$ cat config.mk
export PLATFORM = sky130hd
export DESIGN_NAME = capture_sequencer_flat
export DESIGN_NICKNAME = d
export VERILOG_FILES = /design/src/rtl/capture_sequencer_if.sv /design/src/rtl/capture_sequencer.sv /design/src/flat_wrapper.sv
export SDC_FILE = /design/constraint.sdc
export NUM_CORES = 1
export LEC_CHECK = 0
export ABC_AREA = 1
export CAP_MARGIN = 20
export CELL_PAD_IN_SITES_DETAIL_PLACEMENT = 0
export CELL_PAD_IN_SITES_GLOBAL_PLACEMENT = 2
export CORE_ASPECT_RATIO = 0.8
export CORE_MARGIN = 5
export CORE_UTILIZATION = 28
export DETAILED_ROUTE_END_ITERATION = 10
export GPL_TIMING_DRIVEN = 0
export HOLD_SLACK_MARGIN = 0.15
export PLACE_DENSITY_LB_ADDON = 0.3
export SLEW_MARGIN = 20
export SYNTH_ARGS = -nofsm -noshare
export SYNTH_HDL_FRONTEND = slang
export SYNTH_SLANG_ARGS = --single-unit
$ cat constraint.sdc
create_clock -name clk -period 1.7 [get_ports clk]
set_input_delay 0.17 -clock clk [delete_from_list [all_inputs] [get_ports clk]]
set_output_delay 0.17 -clock clk [all_outputs]
set_load 0.01 [all_outputs]
$ cat src/rtl/capture_sequencer_if.sv
// capture_sequencer_if
//   Groups the two buses owned by the capture sequencer: the single-port
//   sample RAM port and the valid/ready readout stream.
//   master : the sequencer (drives RAM address/write side and the stream)
//   slave  : the RAM / downstream sink (returns read data and ready)
//   Signals:
//     ram_addr  [ADDR_W] RAM address
//     ram_wdata [DATA_W] RAM write data
//     ram_wren          RAM write enable
//     ram_rdata [DATA_W] RAM read data
//     out_data  [DATA_W] readout sample
//     out_valid         readout sample valid
//     out_ready         downstream accepts readout sample
interface capture_sequencer_if #(
  parameter int unsigned ADDR_W = 32'd16,
  parameter int unsigned DATA_W = 32'd10
);
  logic [ADDR_W-1:0] ram_addr;
  logic [DATA_W-1:0] ram_wdata;
  logic              ram_wren;
  logic [DATA_W-1:0] ram_rdata;
  logic [DATA_W-1:0] out_data;
  logic              out_valid;
  logic              out_ready;

  modport master (
    output ram_addr,
    output ram_wdata,
    output ram_wren,
    input  ram_rdata,
    output out_data,
    output out_valid,
    input  out_ready
  );

  modport slave (
    input  ram_addr,
    input  ram_wdata,
    input  ram_wren,
    output ram_rdata,
    input  out_data,
    input  out_valid,
    output out_ready
  );
endinterface

$ cat src/rtl/capture_sequencer.sv
// capture_sequencer
//   Runs one capture/readout cycle of the single-port sample RAM: on start it
//   writes cap_len+1 valid samples to addresses 0..cap_len, then reads them
//   back in address order and streams them out on a valid/ready port.
//   Ports:
//     clk, rst_n     clock, asynchronous active-low reset
//     start          1-cycle capture request (honoured only when idle)
//     abort          cancel current operation, return to idle
//     cap_len        sample count minus 1, latched on an accepted start
//     sample_valid   sample_in carries a sample this cycle
//     sample_in      sample data
//     bus            RAM port and readout stream (master side)
//     busy           high whenever not idle
//     done           1-cycle pulse after the last sample is accepted
module capture_sequencer #(
  parameter int unsigned ADDR_W = 32'd16,
  parameter int unsigned DATA_W = 32'd10,
  parameter int unsigned RD_LAT = 32'd2
) (
  input  logic                     clk,
  input  logic                     rst_n,
  input  logic                     start,
  input  logic                     abort,
  input  logic [ADDR_W-1:0]        cap_len,
  input  logic                     sample_valid,
  input  logic [DATA_W-1:0]        sample_in,
  capture_sequencer_if.master      bus,
  output logic                     busy,
  output logic                     done
);

  // Wait counter must hold RD_LAT-1; keep at least one bit for RD_LAT==1.
  localparam int unsigned CNT_W = (RD_LAT > 32'd1) ? $clog2(RD_LAT) : 32'd1;
  localparam logic [CNT_W-1:0]  WAIT_INIT = CNT_W'(RD_LAT - 32'd1);
  localparam logic [CNT_W-1:0]  CNT_ONE   = {{(CNT_W-1){1'b0}}, 1'b1};
  localparam logic [ADDR_W-1:0] PTR_ONE   = {{(ADDR_W-1){1'b0}}, 1'b1};

  typedef enum logic [2:0] {
    ST_IDLE    = 3'd0,
    ST_CAPTURE = 3'd1,
    ST_RD_REQ  = 3'd2,
    ST_RD_WAIT = 3'd3,
    ST_OUT     = 3'd4,
    ST_DONE    = 3'd5
  } state_t;

  state_t            state_r,     state_s;
  logic [ADDR_W-1:0] wr_ptr_r,    wr_ptr_s;
  logic [ADDR_W-1:0] rd_ptr_r,    rd_ptr_s;
  logic [ADDR_W-1:0] len_q_r,     len_q_s;
  logic [CNT_W-1:0]  wait_cnt_r,  wait_cnt_s;
  logic [DATA_W-1:0] out_data_r,  out_data_s;
  logic              out_valid_r, out_valid_s;
  logic              abort_s;

  // Abort is only meaningful outside IDLE, so start always wins when idle.
  assign abort_s = abort && (state_r != ST_IDLE);

  // State and datapath registers.
  always_ff @(posedge clk or negedge rst_n) begin
    if (!rst_n) begin
      state_r     <= ST_IDLE;
      wr_ptr_r    <= '0;
      rd_ptr_r    <= '0;
      len_q_r     <= '0;
      wait_cnt_r  <= '0;
      out_data_r  <= '0;
      out_valid_r <= 1'b0;
    end else begin
      state_r     <= state_s;
      wr_ptr_r    <= wr_ptr_s;
      rd_ptr_r    <= rd_ptr_s;
      len_q_r     <= len_q_s;
      wait_cnt_r  <= wait_cnt_s;
      out_data_r  <= out_data_s;
      out_valid_r <= out_valid_s;
    end
  end

  // Next-state and next-datapath logic.
  always_comb begin
    state_s     = state_r;
    wr_ptr_s    = wr_ptr_r;
    rd_ptr_s    = rd_ptr_r;
    len_q_s     = len_q_r;
    wait_cnt_s  = wait_cnt_r;
    out_data_s  = out_data_r;
    out_valid_s = out_valid_r;

    if (abort_s) begin
      state_s     = ST_IDLE;
      wr_ptr_s    = '0;
      rd_ptr_s    = '0;
      out_valid_s = 1'b0;
    end else begin
      case (state_r)
        ST_IDLE: begin
          if (start) begin
            len_q_s  = cap_len;
            wr_ptr_s = '0;
            rd_ptr_s = '0;
            state_s  = ST_CAPTURE;
          end else begin
            state_s  = ST_IDLE;
          end
        end
        ST_CAPTURE: begin
          if (sample_valid) begin
            // Compare against len_q instead of relying on wrap: a full-depth
            // capture ends exactly at the top address.
            if (wr_ptr_r == len_q_r) begin
              wr_ptr_s = '0;
              state_s  = ST_RD_REQ;
            end else begin
              wr_ptr_s = wr_ptr_r + PTR_ONE;
            end
          end else begin
            state_s = ST_CAPTURE;
          end
        end
        ST_RD_REQ: begin
          wait_cnt_s = WAIT_INIT;
          state_s    = ST_RD_WAIT;
        end
        ST_RD_WAIT: begin
          if (wait_cnt_r == '0) begin
            out_data_s  = bus.ram_rdata;
            out_valid_s = 1'b1;
            state_s     = ST_OUT;
          end else begin
            wait_cnt_s  = wait_cnt_r - CNT_ONE;
          end
        end
        ST_OUT: begin
          if (out_valid_r && bus.out_ready) begin
            out_valid_s = 1'b0;
            if (rd_ptr_r == len_q_r) begin
              state_s  = ST_DONE;
            end else begin
              rd_ptr_s = rd_ptr_r + PTR_ONE;
              state_s  = ST_RD_REQ;
            end
          end else begin
            state_s = ST_OUT;
          end
        end
        ST_DONE: begin
          state_s = ST_IDLE;
        end
        default: begin
          state_s     = ST_IDLE;
          out_valid_s = 1'b0;
        end
      endcase
    end
  end

  // RAM address mux: write pointer while capturing, read pointer during readout.
  always_comb begin
    case (state_r)
      ST_CAPTURE: bus.ram_addr = wr_ptr_r;
      ST_RD_REQ,
      ST_RD_WAIT,
      ST_OUT:     bus.ram_addr = rd_ptr_r;
      default:    bus.ram_addr = '0;
    endcase
  end

  // The abort cycle never writes, even with a valid sample present.
  assign bus.ram_wren  = (state_r == ST_CAPTURE) && sample_valid && !abort;
  assign bus.ram_wdata = sample_in;
  assign bus.out_data  = out_data_r;
  assign bus.out_valid = out_valid_r;
  assign busy          = (state_r != ST_IDLE);
  assign done          = (state_r == ST_DONE);

endmodule

$ cat src/flat_wrapper.sv
// flat-port wrapper written by rule: the top's interface ports become plain ports
module capture_sequencer_flat 
#(
  parameter int unsigned ADDR_W = 32'd16,
  parameter int unsigned DATA_W = 32'd10,
  parameter int unsigned RD_LAT = 32'd2
)
  (clk, rst_n, start, abort, cap_len, sample_valid, sample_in, busy, done, bus_ram_addr, bus_ram_wdata, bus_ram_wren, bus_ram_rdata, bus_out_data, bus_out_valid, bus_out_ready);
  capture_sequencer_if #(.ADDR_W(ADDR_W), .DATA_W(DATA_W)) bus_i ();
  input  logic clk;
  input  logic rst_n;
  input  logic start;
  input  logic abort;
  input  logic [ADDR_W-1:0] cap_len;
  input  logic sample_valid;
  input  logic [DATA_W-1:0] sample_in;
  output logic busy;
  output logic done;
  output wire logic [$bits(bus_i.ram_addr)-1:0] bus_ram_addr;
  output wire logic [$bits(bus_i.ram_wdata)-1:0] bus_ram_wdata;
  output wire logic [$bits(bus_i.ram_wren)-1:0] bus_ram_wren;
  input wire logic [$bits(bus_i.ram_rdata)-1:0] bus_ram_rdata;
  output wire logic [$bits(bus_i.out_data)-1:0] bus_out_data;
  output wire logic [$bits(bus_i.out_valid)-1:0] bus_out_valid;
  input wire logic [$bits(bus_i.out_ready)-1:0] bus_out_ready;
  assign bus_ram_addr = bus_i.ram_addr;
  assign bus_ram_wdata = bus_i.ram_wdata;
  assign bus_ram_wren = bus_i.ram_wren;
  assign bus_i.ram_rdata = bus_ram_rdata;
  assign bus_out_data = bus_i.out_data;
  assign bus_out_valid = bus_i.out_valid;
  assign bus_i.out_ready = bus_out_ready;
  capture_sequencer #(.ADDR_W(ADDR_W), .DATA_W(DATA_W), .RD_LAT(RD_LAT)) u_core (.clk(clk), .rst_n(rst_n), .start(start), .abort(abort), .cap_len(cap_len), .sample_valid(sample_valid), .sample_in(sample_in), .bus(bus_i), .busy(busy), .done(done));
endmodule
Word level (Yosys, flattened, before mapping) --
Cells that the tools add are included.
Word-level totals: register bits 63, input port bits 42, output and inout bits 40, word-level logic and storage cells 69
Cells by class: add/subtract/negate cells 3, equal/unequal tests 14, muxes and demuxes 24, bitwise gates (word level) 2, reductions and logical operators 19
Operators with widths (number):
- $mux W16 | 7
- $pmux W16 S2 | 3
- $add A16 B1 Y16 const B | 2
- $eq A16 B16 Y1 | 2
- $mux W3 | 6
- $pmux W3 S5 | 1
- $reduce_and A3 Y1 | 4
- $ne A3 B2 Y1 const B | 3
- $reduce_bool A3 Y1 | 3
- $eq A3 B2 Y1 const B | 2
- $eq A3 B3 Y1 const B | 2
- $mux W1 | 5
- $logic_and A1 B1 Y1 | 4
- $ne A4 B2 Y1 const B | 1
- $reduce_and A2 Y1 | 2
- $reduce_and A4 Y1 | 1
- $reduce_or A4 Y1 | 1
- $eq A3 B1 Y1 const B | 1
- $logic_not A3 Y1 | 1
- $ne A3 B1 Y1 const B | 1
- $ne A3 B3 Y1 const B | 1
- $pmux W1 S3 | 1
- $reduce_or A3 Y1 | 1
- $ne A2 B1 Y1 const B | 1
- other kinds (5) | 6

Longest topological paths before layout --
depth after elaboration 5, gate-level depth with buffers 13, gate-level depth less buffers 12

Worst setup path after synthesis --
No wires, ideal clock.
path kind register -> output, from reg u_core.state_r[0], to out bus_ram_addr[0], arrival time 1.404 ns, required time 1.530 ns, path slack 0.126 ns, cell stages (with the launch flop) 8, path buffers 2, cell sequence dfrtp_1 nor2_1 nand2_1 buf_2 inv_1 nor2_2 buf_2 o22ai_1
Between the ends: word-level cells in the longest chain between the ends 3, elaborated cells on any way between the ends 6, classes of those cells eq/ne (4); mux (1); reduce/logical (1)
RTL lines:
- from (decl) | line capture_sequencer.sv:47 | state_t state_r, state_s;
- from (signal assigned) | line capture_sequencer.sv:70 | state_r <= state_s;
- $eq A3 B2 Y1 / $eq A3 B3 Y1 (equally long branches) | line capture_sequencer.sv:160 | case (state_r)
- $reduce_or A3 Y1 | line capture_sequencer.sv:160
- $pmux W16 S2 (*) | line capture_sequencer.sv:160
- to (decl) | line flat_wrapper.sv:19 | output wire logic [$bits(bus_i.ram_addr)-1:0] bus_ram_addr;
Every way passes the cells marked *; elsewhere a longest branch is shown, timed or not.

Worst setup path in the final report --
from reg u_core.state_r[0], to out bus_ram_addr[14]
The elaborated chain is that of the path after synthesis.

==> results.py <==
metrics = {
    "status": {
        "outcome": "complete, but fails checks",
        "violations": "negative setup slack",
    },
    "clocking": {
        "worstSkewPairLatency_ps": 330,
        "htree_num_levels": 3,
        "tritoncts": "built",
        "cts_root_buffer": "clkbuf_16",
        "clock_path_buffers": 2,
        "clkTransAtPathRegs_ps": 60,
        "cts_buffers": 9,
        "clock_sinks": 63,
    },
    "critical_path": {
        "rr_endpoint": "u_core.wr_ptr_r[10]",
        "max_stage_delay_ps": 440,
        "reg2reg_depth": 15,
        "crit_required_ps": 1530,
        "end_kind": "primary output",
        "setup.worst_path.start_class": "flip-flop",
        "r2r-start": "u_core.state_r[0]",
        "slowest_stage": "dfrtp_2",
        "path_cells": "nor2_4 -> nand2_2 -> buf_6 -> clkinvlp_4 -> nor2_4 -> buf_12 -> buf_12 -> o22ai_4 -> buf_6",
        "cp_max_fo": 5,
        "cp-startpoint": "u_core.state_r[0]",
        "r2r_setup_slack_ps": -180,
        "crit_type": "reg -> out",
        "worstPathArrival_ps": 1780,
    },
    "route": {
        "drt_pass1_iterations": 4,
        "drc_errors": 0,
        "post_drt_wl_per_cell_um": 16.5,
        "routed_via_density": 4.73,
        "routed_wl_um": 15700,
        "drt_iter0_drc": 281,
        "ant_nets": 0,
        "vias": 4504,
    },
    "floorplanning": {
        "io_pins": 82,
        "core_area_mm2": 0.0149,
        "die_x_um": 147,
        "die_h_um": 119,
        "rows": 40,
        "start_util": 0.282,
        "die-area_mm2": 0.0175,
    },
    "global_routing": {
        "grt_usage": 0.172,
        "grt_antenna_before_repair": 0,
        "grt_pass1_vias": 4331,
        "grt_overflow": 0,
        "grt_max_degree": 52,
        "grt_pass1_wl_um": 23500,
    },
    "power": {
        "p_clk_frac": 0.200,
        "p_sw_w": 0.00351,
        "seq_power_share": 0.247,
        "power_leakage_nw": 2.91,
        "power_w": 0.00852,
        "ir_drop_mv": 0.555,
        "power_density_mw_per_mm2": 1320,
        "p_sw_frac": 0.412,
        "combPwrFrac": 0.553,
        "p_int_w": 0.00500,
    },
    "sta": {
        "finalHoldViolCount": 0,
        "tightest_slew_ps": 431,
        "maxSlewHeadroom": 0.710,
        "fin_crit_sh": 1.15,
        "drv_slew": 0,
        "setup_ws_ps": -254,
        "setup_tns_ps": -6930,
        "fmax_mhz": 512,
        "finalClockSkew_ps": 5.13,
        "hold_ws_ps": 232,
        "setup_violations": 59,
        "rsz0062_at_grt": "true",
        "min_period_ps": 1950,
    },
    "synthesis": {
        "avgSynthCellArea_um2": 6.66,
        "yosys_warnings": 0,
        "ys_seq_area_frac": 0.377,
        "syn_nets": 673,
        "synth.cell_area_mm2": 0.00419,
        "synthCells": 629,
        "synth_compound_gate_area_share": 0.0771,
        "synth_mux_area_frac": 0.0269,
        "synth_flop_cell": "dfrtp_1",
        "synthSimpleGateAreaFrac": 0.378,
        "synth_top_family_by_area": "simple AND/OR/NAND/NOR gates",
        "async_reset_ff_frac": 1.00,
        "ys_types": 32,
        "synth-edff-count": 0,
        "ys_ff_latch": 63,
        "synthAdderAreaFrac": 0.00598,
        "synth_xor_area_frac": 0.0230,
    },
    "layout": {
        "final_util": 0.435,
        "fin_nets": 804,
        "drive_above_1_share": 0.309,
        "num_antenna_cells": 0,
        "n_fill_cell": 1501,
        "syn_to_final_growth_pct": 54.5,
    },
    "flow_run": {
        "drv_cap": 0,
    },
    "placed_design": {
        "io_buffers": 71,
        "hpwl_um": 11100,
        "gp_congestion": 0.891,
    },
    "worst_hold_path": {
        "hold_class": "in -> async",
    },
}
[how the worst max path moves through the flow]
stage | cells after the start | endpoint | slack, ps
after floorplan | 7 | bus_ram_addr[0] | 130
after global placement | 1 | u_core.bus.out_valid | -1970
after detailed placement | 8 | bus_ram_addr[8] | -860
after CTS | 9 | bus_ram_addr[14] | -240
after global routing | 9 | bus_ram_addr[8] | -320
final | 9 | bus_ram_addr[14] | -250
[sequential cells by signal, indices dropped and copies added, names as in the netlist]
register and cells:
u_core.state_r 3, u_core.bus.out_valid 1, u_core.wait_cnt_r 1, u_core.rd_ptr_r 16
u_core.bus.out_data 10, u_core.len_q_r 16, u_core.wr_ptr_r 16
[Yosys cell counts, types with 2 or more instances]
| library cell | count | area (um2) |
|---|---|---|
| nand2_1 | 204 | 766 |
| buf_6 | 3 | 33.8 |
| buf_2 | 7 | 35.0 |
| ha_1 | 2 | 25.0 |
| inv_2 | 8 | 30.0 |
| nand4_1 | 9 | 56.3 |
| a211oi_1 | 2 | 15.0 |
| nor2_2 | 4 | 25.0 |
| nor2_1 | 93 | 349 |
| mux2_2 | 10 | 113 |
| nand2_2 | 3 | 18.8 |
| nand3_1 | 45 | 225 |
| o21ai_0 | 11 | 55.1 |
| clkbuf_1 | 5 | 18.8 |
| nor4_1 | 5 | 31.3 |
| a21oi_1 | 22 | 110 |
| or2_2 | 3 | 18.8 |
| nand2_4 | 3 | 33.8 |
| o22ai_1 | 16 | 100 |
| nor3_1 | 8 | 40.0 |
| xor2_1 | 11 | 96.3 |
| buf_4 | 10 | 75.1 |
| dfrtp_1 | 63 | 1580 |
| inv_1 | 74 | 278 |
[power groups by stage]
stage,clock network (W),logic (W),registers [W]
2_1_floorplan,0,0.00183,0.00209
3_3_place_gp,0,0.00287,0.00210
3_5_place_dp,0,0.00288,0.00211
4_1_cts,0.00174,0.00362,0.00208
5_1_grt,0.00180,0.00506,0.00214
6_report,0.00170,0.00471,0.00210
[repair_timing]
action / in CTS / in global routing
gates cloned: 2 / 3
hold endpoints to repair: 63 / 0
setup buffers: 22 / 21
endpoints found under the setup margin: 52 / 78
resized for setup: 157 / 130
pin swaps: 5 / 9
hold buffers: 1 / 0
[worst max-delay path: cells and delay by family, from the launching register on]
kind	cells	cell delay, ps
simple gates	3	260
buf+inv	5	590
flops	1	440
compound gates	1	150
[stage by stage]
stage	area (um2)	worst slack, ps	cells
after floorplan	4190	126	629
after global routing	6470	-319	953
after global placement	5130	-1970	889
after CTS	5860	-245	930
final	6470	-254	953
after detailed placement	5160	-861	890
[metal layers]
metal  track usage  share of wire  vias up
li1              -              -     2247
met1         0.242           0.48     2165
met2         0.275           0.48       78
met3        0.0358          0.035       14
met4        0.0335         0.0096        0
met5             0              0        -
[cell usage in the layout, fill, tap and decap left out, drive strengths merged]
cell type        n
a21oi           22
inv             81
ha               2
buf             86
nand3           45
o21ai           13
o211ai           1
a211oi           2
a22oi            1
o22ai           16
clkinvlp         1
o21bai           1
clkdlybuf4s15    1
clkdlybuf4s50   51
dlygate4sd2      1
a31oi            1
nor3             8
clkbuf          19
nand3b           1
xor2            11
mux2            10
nand2          210
nor2            98
nor4             5
clkinv           1
nand4            9
dlygate4sd3      1
or2              3
dfrtp           63
[logic make-up (layout without fill, tap and decap cells)]
logic type	count (synthesis)	in the layout
buffers and inverters	107	242
XOR/XNOR	11	11
AND/OR/NAND/NOR	379	379
AO/OA/AOI/OAI	57	57
multiplexers	10	10
adder cells (fa/ha/maj)	2	2
flip-flops	63	63
[cell type report]
type | instances | area [um2] | share of cell area
well taps | 189 | 236 | 0.0366
plain buffers | 25 | 263 | 0.0406
multi-input cells | 459 | 2610 | 0.404
repair buffers | 120 | 1160 | 0.179
clock buffers | 14 | 254 | 0.0393
flip-flops and latches | 63 | 1610 | 0.248
inverters | 82 | 329 | 0.0509
clock inverters | 1 | 5.00 | 0.000774
Power figures use the tool's default switching activity.
